**config.mk**
```make
export PLATFORM = sky130hd
export DESIGN_NAME = api_extension_mux
export DESIGN_NICKNAME = d
export VERILOG_FILES = /design/src/rtl/api_extension_mux.sv
export SDC_FILE = /design/constraint.sdc
export NUM_CORES = 1
export LEC_CHECK = 0
export CORE_ASPECT_RATIO = 0.6
export CORE_MARGIN = 4
export CORE_UTILIZATION = 46
export DETAILED_ROUTE_END_ITERATION = 6
export PLACE_DENSITY = 0.82
export RECOVER_POWER = 100
export SLEW_MARGIN = 30
export SYNTH_ARGS = -nofsm -noshare
export SYNTH_HDL_FRONTEND = slang
export SYNTH_SLANG_ARGS = --single-unit
```
**constraint.sdc**
```tcl
create_clock -name clk -period 2.55 [get_ports clk]
set_input_delay 0.51 -clock clk [delete_from_list [all_inputs] [get_ports clk]]
set_output_delay 0.51 -clock clk [all_outputs]
set_load 0.02 [all_outputs]
```
**src/rtl/api_extension_mux.sv**
```systemverilog
// api_extension_mux: routes command transactions to internal registers or extension channels; API_EXT_TIMEOUT_EN adds a ready timeout
module api_extension_mux #(
  parameter int NUM_EXT = 2,
  parameter logic [NUM_EXT*8-1:0] EXT_PREFIXES = {8'hfe, 8'h10},
  parameter int EXT_ADDR_WIDTH = 24,
  parameter int WAIT_CYCLES = 3,
  parameter logic [15:0] TIMEOUT_CYCLES = 16'd1000
) (
  input  logic clk,
  input  logic reset,
  input  logic [1:0] command,
  output logic [1:0] status,
  input  logic [31:0] address,
  input  logic [31:0] write_data,
  output logic [31:0] read_data,
  output logic [NUM_EXT-1:0] ext_cs,
  output logic [NUM_EXT-1:0] ext_we,
  output logic [EXT_ADDR_WIDTH-1:0] ext_address,
  output logic [31:0] ext_write_data,
  input  logic [NUM_EXT*32-1:0] ext_read_data,
  input  logic [NUM_EXT-1:0] ext_ready
);
  localparam logic [1:0] BUSY = 2'd0, READY = 2'd1, ERR = 2'd3;
  typedef enum logic [1:0] {IDLE, WAIT, DONE} state_t;
  state_t state, next_state;
  logic [1:0] cmd_reg;
  logic [7:0] prefix;
  logic [31:0] addr_reg, wdata_reg, off, int_rd, ext_rd, scratch, txn_cnt, err_cnt;
  logic [2:0] wcnt;
  logic [NUM_EXT-1:0] oh;
  logic we_reg, ready_reg, found, internal, dec_err, sel_ready;
  logic start, wait_hit, complete, release_done, tout;
  assign ext_address = addr_reg[EXT_ADDR_WIDTH-1:0];
  assign ext_write_data = wdata_reg;
  assign off = 32'(addr_reg[EXT_ADDR_WIDTH-1:0]);
  assign int_rd = off == 32'h00 ? 32'h6170692d :
                  off == 32'h01 ? 32'h65787420 :
                  off == 32'h02 ? 32'h302e3230 :
                  off == 32'h08 ? 32'(NUM_EXT) :
                  off == 32'h10 ? scratch :
                  off == 32'h20 ? txn_cnt :
                  off == 32'h21 ? err_cnt : 32'h0;
  always_ff @(posedge clk) state <= reset ? IDLE : next_state;
  always_comb
    next_state = state == IDLE ? (cmd_reg != 2'd0 ? WAIT : IDLE) :
                 state == WAIT ? (complete || tout ? DONE : WAIT) :
                 (cmd_reg == 2'd0 ? IDLE : DONE);
  always_comb begin
    start = state == IDLE && cmd_reg != 2'd0;
    wait_hit = state == WAIT && wcnt == 3'(WAIT_CYCLES);
    complete = wait_hit && ready_reg;
    release_done = state == DONE && cmd_reg == 2'd0;
  end
  // In IDLE decode the live address so ready_reg already tracks the target being captured
  always_comb begin
    prefix = state == IDLE ? address[31:24] : addr_reg[31:24];
    internal = prefix == 8'h00;
    found = 1'b0;
    oh = '0;
    sel_ready = 1'b1;
    ext_rd = '0;
    for (int i = NUM_EXT - 1; i >= 0; i--)
      if (!internal && EXT_PREFIXES[8*i +: 8] == prefix) begin
        found = 1'b1;
        oh = '0;
        oh[i] = 1'b1;
        sel_ready = ext_ready[i];
        ext_rd = ext_read_data[32*i +: 32];
      end
    dec_err = !internal && !found;
  end
`ifdef API_EXT_TIMEOUT_EN
  logic [15:0] tcnt;
  always_ff @(posedge clk)
    if (reset || start) tcnt <= '0;
    else if (wait_hit && !ready_reg) tcnt <= tcnt + 16'd1;
  assign tout = wait_hit && !ready_reg && (tcnt + 16'd1) == TIMEOUT_CYCLES;
`else
  assign tout = 1'b0;
`endif
  always_ff @(posedge clk) begin
    if (reset) begin
      cmd_reg <= '0;
      status <= READY;
      read_data <= '0;
      ext_cs <= '0;
      ext_we <= '0;
      addr_reg <= '0;
      wdata_reg <= '0;
      we_reg <= 1'b0;
      ready_reg <= 1'b0;
      wcnt <= 3'(WAIT_CYCLES);
      scratch <= '0;
      txn_cnt <= '0;
      err_cnt <= '0;
    end else begin
      cmd_reg <= command;
      ready_reg <= sel_ready;
      if (start) begin
        addr_reg <= address;
        if (cmd_reg == 2'd3) wdata_reg <= write_data;
        we_reg <= cmd_reg == 2'd3;
        status <= BUSY;
        ext_cs <= oh;
        ext_we <= cmd_reg == 2'd3 ? oh : '0;
        wcnt <= '0;
      end else if (state == WAIT && wcnt != 3'(WAIT_CYCLES)) wcnt <= wcnt + 3'd1;
      if (complete) begin
        read_data <= dec_err ? 32'h0 : internal ? int_rd : ext_rd;
        status <= dec_err ? ERR : READY;
        ext_cs <= '0;
        ext_we <= '0;
      end
      if (tout) begin
        read_data <= 32'hdeadbeef;
        status <= ERR;
        ext_cs <= '0;
        ext_we <= '0;
      end
      if (release_done) status <= READY;
      if (complete && !dec_err) txn_cnt <= txn_cnt + 32'd1;
      if (complete && internal && we_reg && off == 32'h10) scratch <= wdata_reg;
      if (complete && internal && we_reg && off == 32'h21) err_cnt <= '0;
      else if (((complete && dec_err) || tout) && err_cnt != '1) err_cnt <= err_cnt + 32'd1;
    end
  end
endmodule
```
* Word level (Yosys, flattened, before mapping)
Cells that the tools add are included.
** Storage, ports and cells
- Flip-flop bits (word level) :: 207
- Input bits :: 134
- Word-level logic and storage cells :: 91
** Cells by class
- Add/sub/neg operators :: 3
- Equality and inequality tests :: 14
- Multiplexer cells :: 29
- Reductions and logical operators :: 30
** Operators with widths (number)
- two-way mux 32 bit :: 11
- adder 32 x 1 -> 32 bit (second input constant) :: 2
- == test 24 x 6 -> 1 bit (second input constant) :: 2
- zero test 32 bit :: 1
- != test 32 bit (second input constant) :: 1
- == test 24 x 1 -> 1 bit (second input constant) :: 1
- == test 24 x 2 -> 1 bit (second input constant) :: 1
- == test 24 x 4 -> 1 bit (second input constant) :: 1
- == test 24 x 5 -> 1 bit (second input constant) :: 1
- two-way mux 2 bit :: 12
- logical AND 1 bit :: 15
- == test 5 x 8 -> 1 bit (first input constant) :: 1
- == test 8 bit (first input constant) :: 1
- zero test 8 bit :: 1
- two-way mux 8 bit :: 1
- OR reduction 2 bit :: 4
- nonzero test 2 bit :: 3
- two-way mux 1 bit :: 5
- == test 2 bit (second input constant) :: 2
- zero test 2 bit :: 2
- adder 3 x 1 -> 3 bit (second input constant) :: 1
- == test 3 x 2 -> 1 bit (second input constant) :: 1
- zero test 1 bit :: 3
- != test 3 x 2 -> 1 bit (second input constant) :: 1
- 2 further kinds :: 2

* Depth between registers and ports, before layout
- Depth in word-level cells :: 11
- Depth in mapped cells :: 10
- Gate-level depth less buffers :: 8

* Worst setup path after synthesis
No wires, ideal clock.
- Kind :: input to register
- Start point :: input port address[31]
- End point :: register txn_cnt[9]
- Data arrival time :: 2360 ps
- Setup slack :: 119 ps
- Stages :: 6
- Cells stage by stage :: or4_4 > nor3_4 > nor4_2 > or4_4 > or3_1 > a21oi_1
** On the way
- Word-level cells in the longest chain between the ends :: 10
- Elaborated cells on any way between the ends :: 13
** RTL lines
- start: declaration :: line 13 : input logic [31:0] address,
- two-way mux 8 bit * :: line 56 : prefix = state == IDLE ? address[31:24] : addr_reg[31:24];
- zero test 8 bit :: line 57 : internal = prefix == 8'h00;
- zero test 1 bit :: line 63, 70
- logical AND 1 bit :: line 63 : if (!internal && EXT_PREFIXES[8*i +: 8] == prefix) begin
- two-way mux 1 bit (2 in series) :: line 63
- zero test 1 bit :: line 70 : dec_err = !internal && !found;
- logical AND 1 bit * :: line 70
- zero test 1 bit * :: line 121 : if (complete && !dec_err) txn_cnt <= txn_cnt + 32'd1;
- logical AND 1 bit * :: line 121
- end signal: assignment :: line 121
- end: declaration :: line 28 : logic [31:0] addr_reg, wdata_reg, off, int_rd, ext_rd, scratch, txn_cnt, err_cnt;
Every way passes the cells marked *; elsewhere a longest branch is shown, timed or not.
A chain may end at the register's enable or synchronous reset.

* Final worst setup path
- Start point :: input port address[31]
- End point :: register txn_cnt[11]
Same word-level chain as after synthesis.

==> results.md <==
- The flow ran to the end, and the final reports show no timing, DRC or antenna violations.
- The worst reg-to-reg setup slack is 80 ps.
- The via count of the first global-routing pass is 9,659.
- The startpoint identified for the worst hold timing path is reset.
- The cell accounting for the most synthesized area is sky130_fd_sc_hd__dfxtp_1.
- Once the floorplan was initialized, standard cells occupied 47.0% of the core.
- In the final routed layout, each cell accounts on average for 20.1 um.
- The most numerous cell in the Yosys netlist is sky130_fd_sc_hd__nand2_1.
- The starting DRC count in detailed routing is 1,205.
- In this run the count of I/O pins placed on the die edge is 228.
- The number of H-tree branching levels is 1.
- The startpoint identified for the worst register-to-register timing path is addr_reg[31].
- After layout, the worst path uses 98.2% of the clock period.
- Summed over all cells, the static leakage comes to 4.79 nW.
- The commonest cells after synthesis are sky130_fd_sc_hd__nand2_1, sky130_fd_sc_hd__dfxtp_1, sky130_fd_sc_hd__a21oi_1, sky130_fd_sc_hd__nor2_1, sky130_fd_sc_hd__clkbuf_1.
- The final layout contains routed wiring with a total length of 34,900 um.
- TritonCTS built the clock tree.
- The area growth from synthesis to layout is 34.8%.
- The fraction of synthesis flops using an asynchronous set or reset pin is 0%.
- Final hold analysis gives a worst-case slack of 416 ps.
- Before antenna repair, the detailed router went through 5 iterations.
- The category of the worst setup path capture point is a flip-flop.
- The final layout contains 1,582 nets.
- The number of flops mapped to enable cells by yosys is 0.
- Once detail routing completed, the nets flagged for antenna violations numbered 0.
- The arrival time at the worst endpoint is 2930 ps.
- The least setup slack across all paths after layout is 44.7 ps.
- The area share of the largest cell type after synthesis is 41.7%.
- The final max-slew violation count is 0.
- The number of instances in the synthesized netlist is 1,234.
- Dividing total power by cell area gives a power density of 554 nW/um^2.
- For this run, the leading register cell type out of synthesis is sky130_fd_sc_hd__dfxtp_1.
- The tree is rooted in a sky130_fd_sc_hd__clkbuf_16.
- The largest buffer count on any clock path is 3.
- Routability-driven placement finished with a final weighted congestion of 1.04.
- The residual DRC count is 0.
- Counting every net in the synthesized netlist gives 1,372.
- The count of state elements after synthesis is 207.
- In this run, distinct cell masters in the synthesized netlist total 57.
- The element type at the critical path start is an input pin.
- The port buffer count is 227.
- Prior to clock tree synthesis, the placed netlist has a worst setup slack of -484 ps.
- In this run, CTS created clock tree buffers numbering 20.
- After routing the design area is 13,400 um^2.
- Along the worst hold path, the cell count comes to 2.
- The clock reaches the later pin of the worst-skew pair after 510 ps.
- The path with the worst hold slack has its endpoint at txn_cnt[0].
- The area of the die is 24,100 um^2.
- The worst path needs 2510 ps of the cycle, external delays included.
- The reported max-cap violation count is 0.
- For this run, the total global-route usage over all layers was measured as 27.8%.
- The area inside the core boundary is 21,100 um^2.
- The count of inserted antenna diode cells is 0.
- The floorplan has 41 rows.
- The min-delay analysis places its worst path in the category in -> reg.
- Summed over all nets, the half-perimeter wirelength after detailed placement is 26,400 um.
- Using the TritonRoute via totals, the vias-per-cell ratio works out to 5.88.
- The cell area after synthesis is 9940 um^2.
- The largest clock skew in the final design is 21.3 ps.
- For the worst setup path, the data required time is 2980 ps.
- The fraction of final layout cells sized beyond drive strength 1 is 11.5%.
- The number of endpoints failing setup at the final stage is 0.
- From left edge to right edge, the die measures 198 um.
- The first-pass GRT wire length is 53,600 um.
- The die is 122 um tall.
- Measured against its own limit, the worst slew margin works out to 35.9%.
- By area the synthesized netlist is led by sky130_fd_sc_hd__dfxtp_1, sky130_fd_sc_hd__nand2_1, sky130_fd_sc_hd__a21oi_1.
- The total grt overflow is 0.
- The post-placement cell area is 12,700 um^2.
- Setup repair after global routing could not meet its margin everywhere.
- VDD sags by at most 401 uV.
- In this run the critical register-to-register path is captured at txn_cnt[11].
- The maximum clock frequency is 0.399 GHz.
- The fraction of the yosys area taken by sequential cells is 41.7%.
- For the pin with the worst max-slew slack, the measured transition is 961 ps.
- The worst-path maximum fanout is 4.
- The total power after layout is 7.42 mW.
- The critical path is of the in -> reg type.
- The final count of hold timing violations is 0.
- The number of warning messages in the yosys log is 0.
- After clock tree synthesis, the clock-pin slew on the worst setup and hold paths is 70 ps.
- Entering global routing, the biggest net connects 45 pins.
- The number of antenna violations at the first check in global routing was 0.
- Counting cells, the worst reg-to-reg path comes to 6.
- The overall via count from detail_route is 10,200.
- The total clock sinks is 207.
- Averaged over all synthesized cells, the footprint is 8.05 um^2.
worst max-delay path, cell delays in order:
cell and delay (ps):
sky130_fd_sc_hd__clkdlybuf4s50_1 430, sky130_fd_sc_hd__or4_4 600, sky130_fd_sc_hd__nor3_4 210, sky130_fd_sc_hd__nor4_2 120, sky130_fd_sc_hd__or4_4 550, sky130_fd_sc_hd__or3_1 370
sky130_fd_sc_hd__a21oi_2 150
cells in the final DEF (no fill, tap or decap), types with 16 or more instances in the layout:
cell,instances
sky130_fd_sc_hd__nand2_1,260
sky130_fd_sc_hd__nor4_1,30
sky130_fd_sc_hd__o21a_1,24
sky130_fd_sc_hd__mux2_2,24
sky130_fd_sc_hd__nand4_1,27
sky130_fd_sc_hd__o31ai_1,23
sky130_fd_sc_hd__clkbuf_16,20
sky130_fd_sc_hd__xnor2_1,40
sky130_fd_sc_hd__buf_4,60
sky130_fd_sc_hd__a211oi_1,25
sky130_fd_sc_hd__dlygate4sd3_1,92
sky130_fd_sc_hd__xor2_1,16
sky130_fd_sc_hd__clkdlybuf4s50_1,134
sky130_fd_sc_hd__a21oi_1,108
sky130_fd_sc_hd__nand3_1,36
sky130_fd_sc_hd__nor2_1,90
sky130_fd_sc_hd__dfxtp_1,206
sky130_fd_sc_hd__a221oi_1,33
sky130_fd_sc_hd__nor3_1,26
how the worst max path moves through the flow:
stage	startpoint	cells past startpoint	slack, ps	to
6_report	address[31]	7	40	txn_cnt[11]
5_1_grt	wcnt[0]	9	-4	err_cnt[23]
4_1_cts	address[31]	7	60	txn_cnt[11]
3_5_place_dp	address[31]	7	-480	read_data[13]
3_3_place_gp	address[31]	7	-440	read_data[29]
2_1_floorplan	address[31]	6	120	txn_cnt[9]
stage by stage:
step	instances	setup TNS [ps]	util, %
floorplan	1234	0	-
global placement	1698	-28290	60.2
detailed placement	1698	-33920	60.2
CTS	1732	0	63.1
global route	1735	-7.50	63.4
finish	1735	0	63.4
cells by family (layout without fill, tap and decap cells):
family	after synthesis	after routing	share of synthesized area [%]
AND/OR/NAND/NOR	553	553	26.9
AO/OA/AOI/OAI	262	262	17.2
flip-flops	207	207	41.7
buffers and inverters	126	348	5.83
XOR/XNOR	56	56	4.94
multiplexers	26	26	2.92
adder cells (fa/ha/maj)	4	4	0.504
cell type report:
type | instances | area (um^2)
Clock inverter | 4 | 31.3
Timing Repair Buffer | 302 | 2960
Tap cell | 279 | 349
Sequential cell | 207 | 4150
Multi-Input combinational cell | 901 | 5290
Inverter | 12 | 45.0
Fill cell | 1800 | 7730
Clock buffer | 30 | 588
metal layers:
metal  global-route usage, %  vias to the layer above  wire length, um
met4                    5.76                        0              639
met1                    40.9                     4898            15300
met2                    40.7                      489            15000
met3                    7.90                       49             3920
met5                       0                        -                0
li1                        -                     4770                -
power breakdown:
| part | internal, mW | leakage, nW | total (mW) | switching, mW |
|---|---|---|---|---|
| registers | 3.30 | 1.68 | 3.38 | 0.0730 |
| clock network | 1.60 | 0.307 | 2.85 | 1.26 |
| logic | 0.552 | 2.81 | 1.19 | 0.639 |
repair_timing:
item	4_1_cts	5_1_grt
gates resized for setup	1	12
pin swaps	0	2
buffers inserted	0	3
hold buffers	0	0
endpoints found under the setup margin	4	22
No activity file was read; power rests on OpenSTA's default activity.
